### config.mk
export PLATFORM = sky130hd
export DESIGN_NAME = cp0_flat
export DESIGN_NICKNAME = d
export VERILOG_FILES = /design/src/rtl/cp0_pkg.sv /design/src/rtl/cp0_if.sv /design/src/rtl/cp0.sv /design/src/flat_wrapper.sv
export SDC_FILE = /design/constraint.sdc
export NUM_CORES = 1
export LEC_CHECK = 0
export ABC_AREA = 0
export BUFFER_PORTS_ARGS = -buffer_cell sky130_fd_sc_hd__buf_2
export CAP_MARGIN = 15
export CORE_MARGIN = 3
export CORE_UTILIZATION = 50
export CTS_BUF_LIST = sky130_fd_sc_hd__clkbuf_4 sky130_fd_sc_hd__clkbuf_8
export DETAILED_ROUTE_END_ITERATION = 8
export GPL_TIMING_DRIVEN = 0
export PLACE_DENSITY = 0.82
export RECOVER_POWER = 50
export SYNTH_ARGS = -nofsm -noshare
export SYNTH_HDL_FRONTEND = slang
export SYNTH_SLANG_ARGS = --single-unit
### constraint.sdc
create_clock -name clk -period 2.65 [get_ports clk]
set_input_delay 0.1325 -clock clk [delete_from_list [all_inputs] [get_ports clk]]
set_output_delay 0.1325 -clock clk [all_outputs]
set_load 0.005 [all_outputs]
### src/rtl/cp0_pkg.sv
// -----------------------------------------------------------------------------
// cp0_pkg
// Shared definitions for the Coprocessor-0 unit and its neighbours (NPC,
// hazard unit): CP0 register numbers, SR/Cause field positions, exception
// codes and the exception handler entry address.
// No ports (package).
// -----------------------------------------------------------------------------
package cp0_pkg;

    typedef enum logic [4:0] {
        REG_SR    = 5'd12,
        REG_CAUSE = 5'd13,
        REG_EPC   = 5'd14,
        REG_PRID  = 5'd15
    } cp0_reg_e;

    typedef enum logic [4:0] {
        EXC_INT     = 5'd0,
        EXC_ADEL    = 5'd4,
        EXC_ADES    = 5'd5,
        EXC_SYSCALL = 5'd8,
        EXC_RI      = 5'd10,
        EXC_OV      = 5'd12
    } exc_code_e;

    // SR fields
    localparam int unsigned SR_IM_HI     = 15;
    localparam int unsigned SR_IM_LO     = 10;
    localparam int unsigned SR_EXL       = 1;
    localparam int unsigned SR_IE        = 0;

    // Cause fields
    localparam int unsigned CAUSE_BD     = 31;
    localparam int unsigned CAUSE_IP_HI  = 15;
    localparam int unsigned CAUSE_IP_LO  = 10;
    localparam int unsigned CAUSE_EXC_HI = 6;
    localparam int unsigned CAUSE_EXC_LO = 2;

    // Exception/interrupt handler entry point, consumed by NPC
    localparam logic [31:0] HANDLER_ENTRY = 32'h0000_4180;

    // EPC to record for a faulting/interrupted instruction: a delay-slot
    // instruction restarts at its branch (modulo 2^32).
    function automatic logic [31:0] epc_of(input logic [31:0] vpc, input logic bd);
        return bd ? (vpc - 32'd4) : vpc;
    endfunction

endpackage

### src/rtl/cp0_if.sv
// -----------------------------------------------------------------------------
// cp0_if
// M-stage bus between the pipeline and CP0.
//   pipeline -> CP0 : A1 (mfc0 reg), A2 (mtc0 reg), DIn, WE, EXLClr (eret),
//                     VPC, BDIn, ExcCodeIn, HWInt
//   CP0 -> pipeline : Req (flush + redirect), EPCOut (eret target), DOut
// Modports: master = pipeline side, slave = CP0 side.
// -----------------------------------------------------------------------------
interface cp0_if;

    logic [4:0]  A1;
    logic [4:0]  A2;
    logic [31:0] DIn;
    logic        WE;
    logic        EXLClr;
    logic [31:0] VPC;
    logic        BDIn;
    logic [4:0]  ExcCodeIn;
    logic [5:0]  HWInt;
    logic        Req;
    logic [31:0] EPCOut;
    logic [31:0] DOut;

    modport master (
        output A1, A2, DIn, WE, EXLClr, VPC, BDIn, ExcCodeIn, HWInt,
        input  Req, EPCOut, DOut
    );

    modport slave (
        input  A1, A2, DIn, WE, EXLClr, VPC, BDIn, ExcCodeIn, HWInt,
        output Req, EPCOut, DOut
    );

endinterface

### src/rtl/cp0.sv
// -----------------------------------------------------------------------------
// cp0
// Coprocessor-0 status/exception unit at the M stage. Holds SR, Cause, EPC
// and PRId, merges level-sensitive hardware interrupts with the M-stage
// exception code and raises Req (combinational) to flush the pipeline and
// redirect fetch. Services mtc0 (SR, EPC), mfc0 and eret.
// Ports:
//   clk   : clock
//   reset : synchronous, active-high
//   bus   : cp0_if.slave (see cp0_if for the signal list)
// Parameter:
//   PRID  : value read back from register 15
// -----------------------------------------------------------------------------
module cp0
    import cp0_pkg::*;
#(
    parameter logic [31:0] PRID = 32'h0000_7007
) (
    input  logic  clk,
    input  logic  reset,
    cp0_if.slave  bus
);

    logic [5:0]  r_im;
    logic        r_exl;
    logic        r_ie;
    logic        r_bd;
    logic [5:0]  r_ip;
    logic [4:0]  r_exccode;
    logic [31:0] r_epc;

    logic        w_int_req;
    logic        w_exc_req;
    logic        w_take;
    logic [31:0] w_sr;
    logic [31:0] w_cause;

    assign w_int_req = (|(bus.HWInt & r_im)) & r_ie & ~r_exl;
    assign w_exc_req = (bus.ExcCodeIn != 5'd0) & ~r_exl;
    assign w_take    = w_int_req | w_exc_req;
    assign bus.Req   = ~reset & w_take;

    always_ff @(posedge clk) begin
        if (reset) begin
            r_im      <= '0;
            r_exl     <= 1'b0;
            r_ie      <= 1'b0;
            r_bd      <= 1'b0;
            r_ip      <= '0;
            r_exccode <= '0;
            r_epc     <= '0;
        end else begin
            r_ip <= bus.HWInt;
            if (w_take) begin
                // Exception entry: mtc0/eret in the same cycle are dropped.
                r_exl     <= 1'b1;
                r_exccode <= w_int_req ? EXC_INT : bus.ExcCodeIn;
                r_bd      <= bus.BDIn;
                r_epc     <= epc_of(bus.VPC, bus.BDIn);
            end else begin
                if (bus.WE && bus.A2 == REG_SR) begin
                    r_im  <= bus.DIn[SR_IM_HI:SR_IM_LO];
                    r_exl <= bus.DIn[SR_EXL];
                    r_ie  <= bus.DIn[SR_IE];
                end
                if (bus.WE && bus.A2 == REG_EPC) begin
                    r_epc <= bus.DIn;
                end
                // Placed after the SR write so eret wins for EXL.
                if (bus.EXLClr) begin
                    r_exl <= 1'b0;
                end
            end
        end
    end

    always_comb begin
        w_sr                        = '0;
        w_sr[SR_IM_HI:SR_IM_LO]     = r_im;
        w_sr[SR_EXL]                = r_exl;
        w_sr[SR_IE]                 = r_ie;
        w_cause                     = '0;
        w_cause[CAUSE_BD]           = r_bd;
        w_cause[CAUSE_IP_HI:CAUSE_IP_LO]   = r_ip;
        w_cause[CAUSE_EXC_HI:CAUSE_EXC_LO] = r_exccode;
    end

    // Outputs are forced to zero while reset is held so they are defined
    // before the first reset edge has loaded the registers.
    always_comb begin
        bus.DOut = '0;
        case (bus.A1)
            REG_SR:    bus.DOut = reset ? '0 : w_sr;
            REG_CAUSE: bus.DOut = reset ? '0 : w_cause;
            REG_EPC:   bus.DOut = reset ? '0 : r_epc;
            REG_PRID:  bus.DOut = PRID;
            default:   bus.DOut = '0;
        endcase
    end

    assign bus.EPCOut = reset ? '0 : r_epc;

endmodule
### src/flat_wrapper.sv
// flat-port wrapper written by rule: the top's interface ports become plain ports
module cp0_flat import cp0_pkg::*;
#(
    parameter logic [31:0] PRID = 32'h0000_7007
)
  (clk, reset, bus_A1, bus_A2, bus_DIn, bus_WE, bus_EXLClr, bus_VPC, bus_BDIn, bus_ExcCodeIn, bus_HWInt, bus_Req, bus_EPCOut, bus_DOut);
  cp0_if bus_i ();
  input  logic clk;
  input  logic reset;
  input wire logic [$bits(bus_i.A1)-1:0] bus_A1;
  input wire logic [$bits(bus_i.A2)-1:0] bus_A2;
  input wire logic [$bits(bus_i.DIn)-1:0] bus_DIn;
  input wire logic [$bits(bus_i.WE)-1:0] bus_WE;
  input wire logic [$bits(bus_i.EXLClr)-1:0] bus_EXLClr;
  input wire logic [$bits(bus_i.VPC)-1:0] bus_VPC;
  input wire logic [$bits(bus_i.BDIn)-1:0] bus_BDIn;
  input wire logic [$bits(bus_i.ExcCodeIn)-1:0] bus_ExcCodeIn;
  input wire logic [$bits(bus_i.HWInt)-1:0] bus_HWInt;
  output wire logic [$bits(bus_i.Req)-1:0] bus_Req;
  output wire logic [$bits(bus_i.EPCOut)-1:0] bus_EPCOut;
  output wire logic [$bits(bus_i.DOut)-1:0] bus_DOut;
  assign bus_i.A1 = bus_A1;
  assign bus_i.A2 = bus_A2;
  assign bus_i.DIn = bus_DIn;
  assign bus_i.WE = bus_WE;
  assign bus_i.EXLClr = bus_EXLClr;
  assign bus_i.VPC = bus_VPC;
  assign bus_i.BDIn = bus_BDIn;
  assign bus_i.ExcCodeIn = bus_ExcCodeIn;
  assign bus_i.HWInt = bus_HWInt;
  assign bus_Req = bus_i.Req;
  assign bus_EPCOut = bus_i.EPCOut;
  assign bus_DOut = bus_i.DOut;
  cp0 #(.PRID(PRID)) u_core (.clk(clk), .reset(reset), .bus(bus_i));
endmodule
== After elaboration in Yosys (flattened, before gate mapping) ==
Cells that the tools add are included.
Operators by class
  mux-type cells: 11
  $add $sub $neg: 1
  equality and inequality tests: 6
  reductions and logical operators: 7
  bitwise gates (word level): 9
Operators with widths (number)
  two-way mux 32 bit: 5
  case mux 32 bit (4 select lines): 1
  subtractor 32 x 3 -> 32 bit, second input constant: 1
  equality test 5 x 4 -> 1 bit, second input constant: 6
  two-way mux 16 bit: 1
  AND 6 bit: 1
  OR reduction 6 bit: 1
  two-way mux 5 bit: 1
  nonzero test 5 bit: 1
  AND 1 bit: 4
  two-way mux 1 bit: 3
  NOT 1 bit: 3
  nonzero test 3 bit: 1
  logical AND 1 bit: 2
  AND reduction 2 bit: 1
  nonzero test 2 bit: 1
  bitwise OR 1 bit: 1
Word-level totals
  output and inout bits: 65
  input bits: 90
  logic and storage cells: 41
  register bits: 52

== Depth between registers and ports, before layout ==
Gate-level depths: netlist (run 1).
  word-level depth: 7
  gate-level depth with buffers: 7

== Worst setup path after synthesis (run 1) ==
No wires, ideal clock.
  kind: reg-to-reg
  start: register u_core.r_im[0]
  end: register u_core.r_epc[10]
  library setup time: 0.138 ns
  stages on the path, launching flop included: 7
  required time: 2.512 ns
  clock period less this slack: 1.789 ns
  arrival: 1.652 ns
  path slack: 0.861 ns
  path through: dfxtp_1 -> a22o_1 -> o311a_1 -> clkbuf_1 -> nor2_1 -> clkbuf_1 -> a211oi_1
Between the ends
  cells in the longest elaborated chain, start to end: 6
  elaborated cells between the ends (all ways): 7
  classes of those cells: mux (1); bitwise (4); reduce/logical (2)
RTL lines
  start: declaration: RTL line cp0.sv:24  | logic [5:0] r_im;
  start signal: assignment: RTL line cp0.sv:62  | r_im <= bus.DIn[SR_IM_HI:SR_IM_LO];
  AND 6 bit (*): RTL line cp0.sv:38  | assign w_int_req = (|(bus.HWInt & r_im)) & r_ie & ~r_exl;
  OR reduction 6 bit (*): RTL line cp0.sv:38
  AND 1 bit (*) (2 in a row): RTL line cp0.sv:38
  bitwise OR 1 bit (*): RTL line cp0.sv:40  | assign w_take = w_int_req | w_exc_req;
  two-way mux 32 bit / nonzero test 2 bit (equally long branches)
  end signal: assignment: RTL line cp0.sv:59  | r_epc <= epc_of(bus.VPC, bus.BDIn);
  end signal: assignment: RTL line cp0.sv:67  | r_epc <= bus.DIn;
  end: declaration: RTL line cp0.sv:30  | logic [31:0] r_epc;
Mark *: on every way between the ends. The rest lies on a longest branch, timed or not.
A chain may end at the register's enable or synchronous reset.

== Final worst setup path (run 1) ==
  start: register u_core.r_im[0]
  end: output port bus_Req
Between the ends
  cells in the longest elaborated chain, start to end: 6
RTL lines
  AND 6 bit: RTL line cp0.sv:38
  OR reduction 6 bit: RTL line cp0.sv:38
  AND 1 bit (2 in a row): RTL line cp0.sv:38
  bitwise OR 1 bit: RTL line cp0.sv:40
  AND 1 bit: RTL line cp0.sv:41  | assign bus.Req = ~reset & w_take;
  end: declaration: RTL line flat_wrapper.sv:19  | output wire logic [$bits(bus_i.Req)-1:0] bus_Req;
Every way passes these cells.

==> results of run 1 <==
[cells in the mapped netlist (all sizes together), types with 2 or more instances]
library cell	count
inv	5
nor4	17
nand3	7
o31ai	6
or4	12
a211oi	22
nor2b	40
nor3b	3
and2	18
a21o	3
a22o	10
nor2	14
or2	3
o31a	24
nand4b	2
o21ai	10
nand2b	3
a31oi	14
a21oi	15
xor2	5
or3b	6
nor4b	22
nand2	20
or3	15
buf	4
a2111oi	6
o41ai	18
clkbuf	42
a22oi	2
dfxtp	52
o21a	5
nor3	9
mux2i	21
xnor2	3
nand4	5
[final cells by class]
type	count	share of cell area
Clock inverter	2	0.008025
Clock buffer	6	0.01579
Timing Repair Buffer	151	0.1481
Inverter	6	0.004660
Multi-Input combinational cell	371	0.5457
Buffer	46	0.03676
Tap cell	99	0.02563
Sequential cell	52	0.2154
[worst max-delay path, cell delays in order, from the launching register on]
cell and delay, ns:
dfxtp_1 0.34, a22o_1 0.25, o311a_1 0.43, clkbuf_1 0.25
nor2_1 0.27, clkbuf_2 0.30, nor2_1 0.06, buf_2 0.14
[metrics by stage]
stage | total power [W] | utilization | instance area [um^2] | setup slack [ns]
global placement | 0.001356 | 0.6428 | 4762 | 0.4003
global route | 0.002011 | 0.6524 | 4833 | 0.06638
finish | 0.001929 | 0.6524 | 4833 | 0.1682
detailed placement | 0.001369 | 0.6428 | 4762 | 0.3511
floorplan | 0.001157 | - | 3882 | 0.8610
CTS | 0.001923 | 0.6583 | 4877 | 0.04732
[power by group through the flow]
stage	Clock [W]	Combinational (W)	Sequential, W
6_report	0.000567	0.000473	0.000889
3_3_place_gp	0	0.000454	0.000902
3_5_place_dp	0	0.000466	0.000903
2_1_floorplan	0	0.000274	0.000882
4_1_cts	0.000570	0.000468	0.000885
5_1_grt	0.000602	0.000516	0.000893
[worst max-delay path by stage]
stage / from / to / cells after the start
finish: u_core.r_im[0] / bus_Req / 7
global route: u_core.r_im[0] / bus_Req / 7
CTS: u_core.r_im[0] / bus_Req / 7
detailed placement: u_core.r_im[0] / u_core.r_epc[2] / 5
global placement: u_core.r_im[0] / u_core.r_epc[2] / 5
floorplan: u_core.r_im[0] / u_core.r_epc[10] / 6
[registers in the layout (all words and copies together), names as in the netlist]
signal,flops
u_core.r_exccode,5
u_core.r_im,6
u_core.r_exl,1
u_core.r_ip,6
u_core.r_epc,32
u_core.r_bd,1
u_core.r_ie,1
[layer usage]
metal  routed length (um)  vias to the layer above  GRT usage
met2                 6263                      279     0.4867
met1                 5499                     2090     0.3839
met5                    0                        -          0
met3                 1346                       48    0.05689
met4                  388                        0     0.1023
li1                     -                     2171          -
[kinds of logic (layout without fill, tap and decap cells)]
family                   count (synthesis)  count (layout)
adder cells (fa/ha/maj)                  1               1
buffers and inverters                   52             211
flip-flops                              52              52
AO/OA/AOI/OAI                          141             141
multiplexers                            21              21
AND/OR/NAND/NOR                        200             200
XOR/XNOR                                 8               8
==> run_results.csv, run 1 <==
group,metric,value,unit
global_route,grt_pass1_vias,4185,
setup_path,cp_max_fo,10,
global_route,grt_pass1_wl,20760,um
floorplanning,die_h,94.12,um
floorplanning,num_rows,31,
global_route,grt.overflow.total,0,
cts,cts_hold_buf,0,
synth,syn-cell-area,3882,um^2
sta,rsz0062_at_grt,"no",
cells_and_area,seq_area,1041,um^2
cts,cts-resized-gates,0,
detailed_routing,wl_per_cell,18.41,um
pwr,powerDensity,399.2,nW/um^2
cts,cts_setup_buffers,0,
synth,synthSimpleGateAreaFrac,0.3326,
pwr,leakage,1.773,nW
sta,slew_viol_final,0,
cts,cts_tree,"yes",
sta,holdWs,0.05021,ns
cts,root_buffer,"clkbuf_8",
synth,synth_fp_nets,566,
detailed_routing,drc,0,
synth,synthAdderAreaFrac,0.003223,
cts,clock_latency,0.31,ns
sta,max_slew_margin,0.1552,
cts,cts-buffers-inserted,5,
pwr,power_frac_clock,0.294,
cts,cts.sinks,52,
placed_design,dp_cells,725,
pwr,seqPwrFrac,0.461,
synth,synth-edff-count,0,
status,status,"finished clean",
synth,synthFlopType,"dfxtp_1",
synth,yosys.cell_types.count,55,
sta,finalClockSkew,0.01016,ns
detailed_routing,dr.pass1.iters,6,
setup_path,timing.rr.start,"u_core.r_im[0]",
floorplanning,initial_utilization,0.5241,
synth,yosys_warnings,0,
sta,finalSetupTns,0,ns
sta,setup_viol,0,
min_path,whs_path_depth,2,
placed_design,dp.final_hpwl,10780,um
cells_and_area,n_fill_cell,652,
cells_and_area,multi_input_area,2638,um^2
detailed_routing,antenna_left,0,
global_route,grt_usage,0.2954,
cts,clk_pin_slew,0.10,ns
placed_design,port_buffers,151,
cells_and_area,syn_to_final_growth,24.49,%
cells_and_area,antenna-diode-count,0,
detailed_routing,via_per_inst,6.259,
synth,syn_avg_cell_area,8.174,um^2
floorplanning,die_x,94.12,um
global_route,antenna_found_initial,0,
synth,synth-async-reset-ratio,0,
global_route,grt_start_max_net_pins,17,
pwr,p_switching,0.0005870,W
synth,post-synth-top-area-fraction,0.2681,
placed_design,place_congestion,0.9586,
min_path,min_to,"u_core.r_ip[2]",
detailed_routing,finalWirelength,13500,um
synth,synth-xor-area-share,0.01805,
min_path,hold_class,"primary input to flip-flop",
setup_path,rrSetupSlack,0.25,ns
sta,period_share,0.9365,
setup_path,start_kind,"flip-flop",
cts,cts_max_path_buffers,2,
cells_and_area,nNetsFinal,724,
synth,ys_ff_latch,52,
detailed_routing,drt_iter0_markers,617,
sta,max_freq,402.9,MHz
setup_path,cp.required,2.52,ns
setup_path,r2r_end,"u_core.r_im[4]",
setup_path,worstSetupPathType,"flip-flop to output pin",
cells_and_area,layout_common_cells,"114 x buf_2, 73 x clkbuf_1, 52 x dfxtp_1, 40 x nor2b_1, 24 x o31a_1",
sta,fin_crit,2.482,ns
cts,htreeDepth,2,
detailed_routing,vias,4588,
cells_and_area,layout.cells.non_filler,733,
synth,yosys.area.top_type,"dfxtp_1",
min_path,holdCritStartpoint,"bus_HWInt[2]",
synth,ys_seq_area_frac,0.2681,
flow_run,drv_cap,0,
setup_path,cp.arrival,2.35,ns
pwr,ir_drop,287.7,uV
setup_path,reg2reg_depth,4,
floorplanning,die_area,8859,um^2
cells_and_area,drive_gt1_frac,0.2240,
pwr,p_int,0.001342,W
sta,worst_pin_slew,1.258,ns
synth,synth_area_leaders,"dfxtp_1 27%, nor2b_1 6.4%, mux2i_1 5.4%",
cells_and_area,final_common_cell,"buf_2",
floorplanning,ioPinCount,155,
setup_path,cp-end-kind,"output pin",
sta,hold_viol,0,
synth,synth_top_family_by_area,"simple AND/OR/NAND/NOR gates",
pwr,switching_share,0.3042,
synth,synth_compound_area_frac,0.2726,
pwr,combPwrFrac,0.245,
synth,muxShareOfSynthArea,0.05414,
floorplanning,coreArea,7408,um^2
synth,postSynthCellCount,475,
Power figures use the tool's default switching activity.
==> inputs of run 2 (changes only) <==
Settings changed: BUFFER_PORTS_ARGS -buffer_cell sky130_fd_sc_hd__buf_2 to not set, DONT_BUFFER_PORTS set to 1, PLACE_DENSITY 0.82 to not set.
==> run 2 against run 1 <==
Against the previous run:
- the flow now finishes with violations (hold timing)
- via count fell by 13%
- fmax is 1.0% higher
- total power hardly changed
- register-to-register slack got worse by 0.06 ns
- non-clock buffer count decreased by 127
- count of clock-buffer cells in the layout down 1
- sequential share of layout area grew 2.2 points
- sequential cell count stayed put
- setup slack better by 0.025 ns
- critical path depth down 2
- critical path type is now flip-flop to flip-flop
==> run_results.csv, run 2 (same netlist as run 1, synthesis figures left out) <==
group,metric,value,unit
cells_and_area,top_register,"u_core.r_epc",
global_route,grt_pass1_wl,20490,um
global_route,antenna_found_initial,1,
setup_path,crit_family,"compound AO/OA/AOI/OAI gates",
floorplanning,die_area,8859,um^2
detailed_routing,via_per_inst,6.611,
setup_path,cp-end-kind,"flip-flop",
setup_path,cp.required,2.85,ns
min_path,holdCritStartpoint,"bus_VPC[21]",
pwr,power.total,0.001931,W
setup_path,worstSetupPathType,"flip-flop to flip-flop",
sta,period_share,0.9271,
sta,setup_viol,0,
detailed_routing,drt_iter0_markers,274,
cells_and_area,top_regs,"u_core.r_epc (32), u_core.r_im (6), u_core.r_ip (6)",
detailed_routing,antenna_left,0,
floorplanning,die_x,94.12,um
setup_path,cp.arrival,2.66,ns
detailed_routing,wl_per_cell,22.55,um
cells_and_area,layout_common_cells,"52 x dfxtp_1, 41 x clkbuf_1, 40 x nor2b_1, 24 x o31a_1, 24 x dlygate4sd3_1",
detailed_routing,drc,0,
cts,clk_pin_slew,0.10,ns
status,status,"complete, but fails checks",
setup_path,cp_cell_sequence,"a22o_1 -> o31ai_1 -> a21oi_1 -> clkbuf_1 -> a31oi_1",
sta,holdWs,-0.005771,ns
placed_design,dp.final_hpwl,10570,um
setup_path,path_buf_inv,1,
sta,worst_pin_slew,1.168,ns
global_route,grt_pass1_vias,3774,
floorplanning,die_h,94.12,um
cells_and_area,drive_gt1_frac,0.04545,
cells_and_area,largest_reg_flops,32,
setup_path,reg2reg_depth,5,
sta,setup_slack,0.1931,ns
setup_path,critical-path-max-stage-delay,0.86,ns
cts,cts_max_path_buffers,2,
placed_design,place_congestion,0.9339,
cts,root_buffer,"clkbuf_8",
detailed_routing,vias,4006,
min_path,min_to,"u_core.r_epc[21]",
setup_path,rrSetupSlack,0.19,ns
cts,htreeDepth,2,
cts,cts_tree,"yes",
sta,slew_viol_final,0,
setup_path,start_kind,"flip-flop",
sta,fin_crit,2.457,ns
detailed_routing,dr.pass1.iters,5,
cts,cts-buffers-inserted,5,
sta,max_freq,407.0,MHz
min_path,whs_path_depth,2,
pwr,leakage,1.319,nW
setup_path,r2r_end,"u_core.r_epc[27]",
cts,clock_latency,0.32,ns
setup_path,timing.rr.start,"u_core.r_im[0]",
cells_and_area,final_common_cell,"dfxtp_1",
placed_design,pre_cts_ws,0.2831,ns
sta,finalClockSkew,0.01271,ns
floorplanning,initial_utilization,0.5241,
cells_and_area,layout.cells.non_filler,606,
min_path,hold_class,"primary input to flip-flop",
global_route,grt_start_max_net_pins,16,
cells_and_area,nNetsFinal,597,
sta,hold_viol,1,
floorplanning,coreArea,7408,um^2
status,violations,"hold timing",
global_route,grt_usage,0.2993,
sta,max_slew_margin,0.2199,
cts,cts_setup_buffers,0,
placed_design,dp_cells,574,
floorplanning,ioPinCount,155,
sta,rsz0062_at_grt,"no",
flow_run,drv_cap,0,
pwr,powerDensity,440.9,nW/um^2
sta,finalSetupTns,0,ns
placed_design,placed_cell_area,4006,um^2
cts,cts.sinks,52,
cells_and_area,syn_to_final_growth,12.79,%
setup_path,cp_max_fo,10,
global_route,grt.overflow.total,0,
floorplanning,num_rows,31,
pwr,ir_drop,199.0,uV
setup_path,crit_path_top_delay_cell,"o31ai_1",
cells_and_area,fin_area,4379,um^2
detailed_routing,finalWirelength,13670,um
placed_design,port_buffers,0,
[run 2: cell count changes in the layout (fill, tap and decap cells not counted), moves of 7 or more]
cell | before | now
buf_2 | 114 | 3
clkbuf_1 | 73 | 41
dlygate4sd3_1 | 0 | 24
clkbuf_2 | 9 | 1
and2_0 | 0 | 7
and2_1 | 18 | 11
[run 2: per-stage QoR]
step	hold slack [ns]	utilization
after floorplan	0.2607	-
after global placement	0.2635	0.5408
after detailed placement	0.2693	0.5408
after CTS	0.0003158	0.5893
after global routing	0.01077	0.5911
final	-0.005771	0.5911
[run 2: worst max-delay path by stage]
stage,startpoint,slack (ns),endpoint,cells after the start
final,u_core.r_im[0],0.19,u_core.r_epc[27],5
after global routing,u_core.r_im[0],0.02,u_core.r_epc[27],5
after CTS,u_core.r_im[0],0.09,bus_Req,6
after detailed placement,bus_VPC[4],0.28,u_core.r_epc[14],6
after global placement,u_core.r_im[0],0.21,u_core.r_epc[27],5
after floorplan,u_core.r_im[0],0.86,u_core.r_epc[10],6
[run 2: per-layer routing]
layer  vias up  track usage  part of all wire
met4         0      0.05897             0.013
met3        12      0.06090             0.087
met5         -            0                 0
met2       200       0.4861              0.46
met1      1881       0.4102              0.44
li1       1913            -                 -
[run 2: power by group]
| group | internal, W | leakage [nW] | switching [W] |
|---|---|---|---|
| Combinational | 0.000171 | 0.823 | 0.000220 |
| Clock | 0.000372 | 0.0642 | 0.000280 |
| Sequential | 0.000841 | 0.431 | 0.0000459 |
| Total | 0.00138 | 1.32 | 0.000547 |
[run 2: what timing repair did]
action | CTS | global route
setup endpoints to repair | 0 | 1
hold buffers | 23 | 1
gates resized for setup | 0 | 2
hold endpoints to repair | 23 | 1
[run 2: layout make-up]
type | count | area [um^2]
Fill cell | 698 | 3029
Multi-Input combinational cell | 371 | 2643
Sequential cell | 52 | 1041
Timing Repair Buffer | 24 | 240.2
Buffer | 46 | 177.7
Tap cell | 99 | 123.9
Clock buffer | 5 | 68.82
Clock inverter | 2 | 60.06
Inverter | 6 | 22.52
Antenna cell | 1 | 2.502
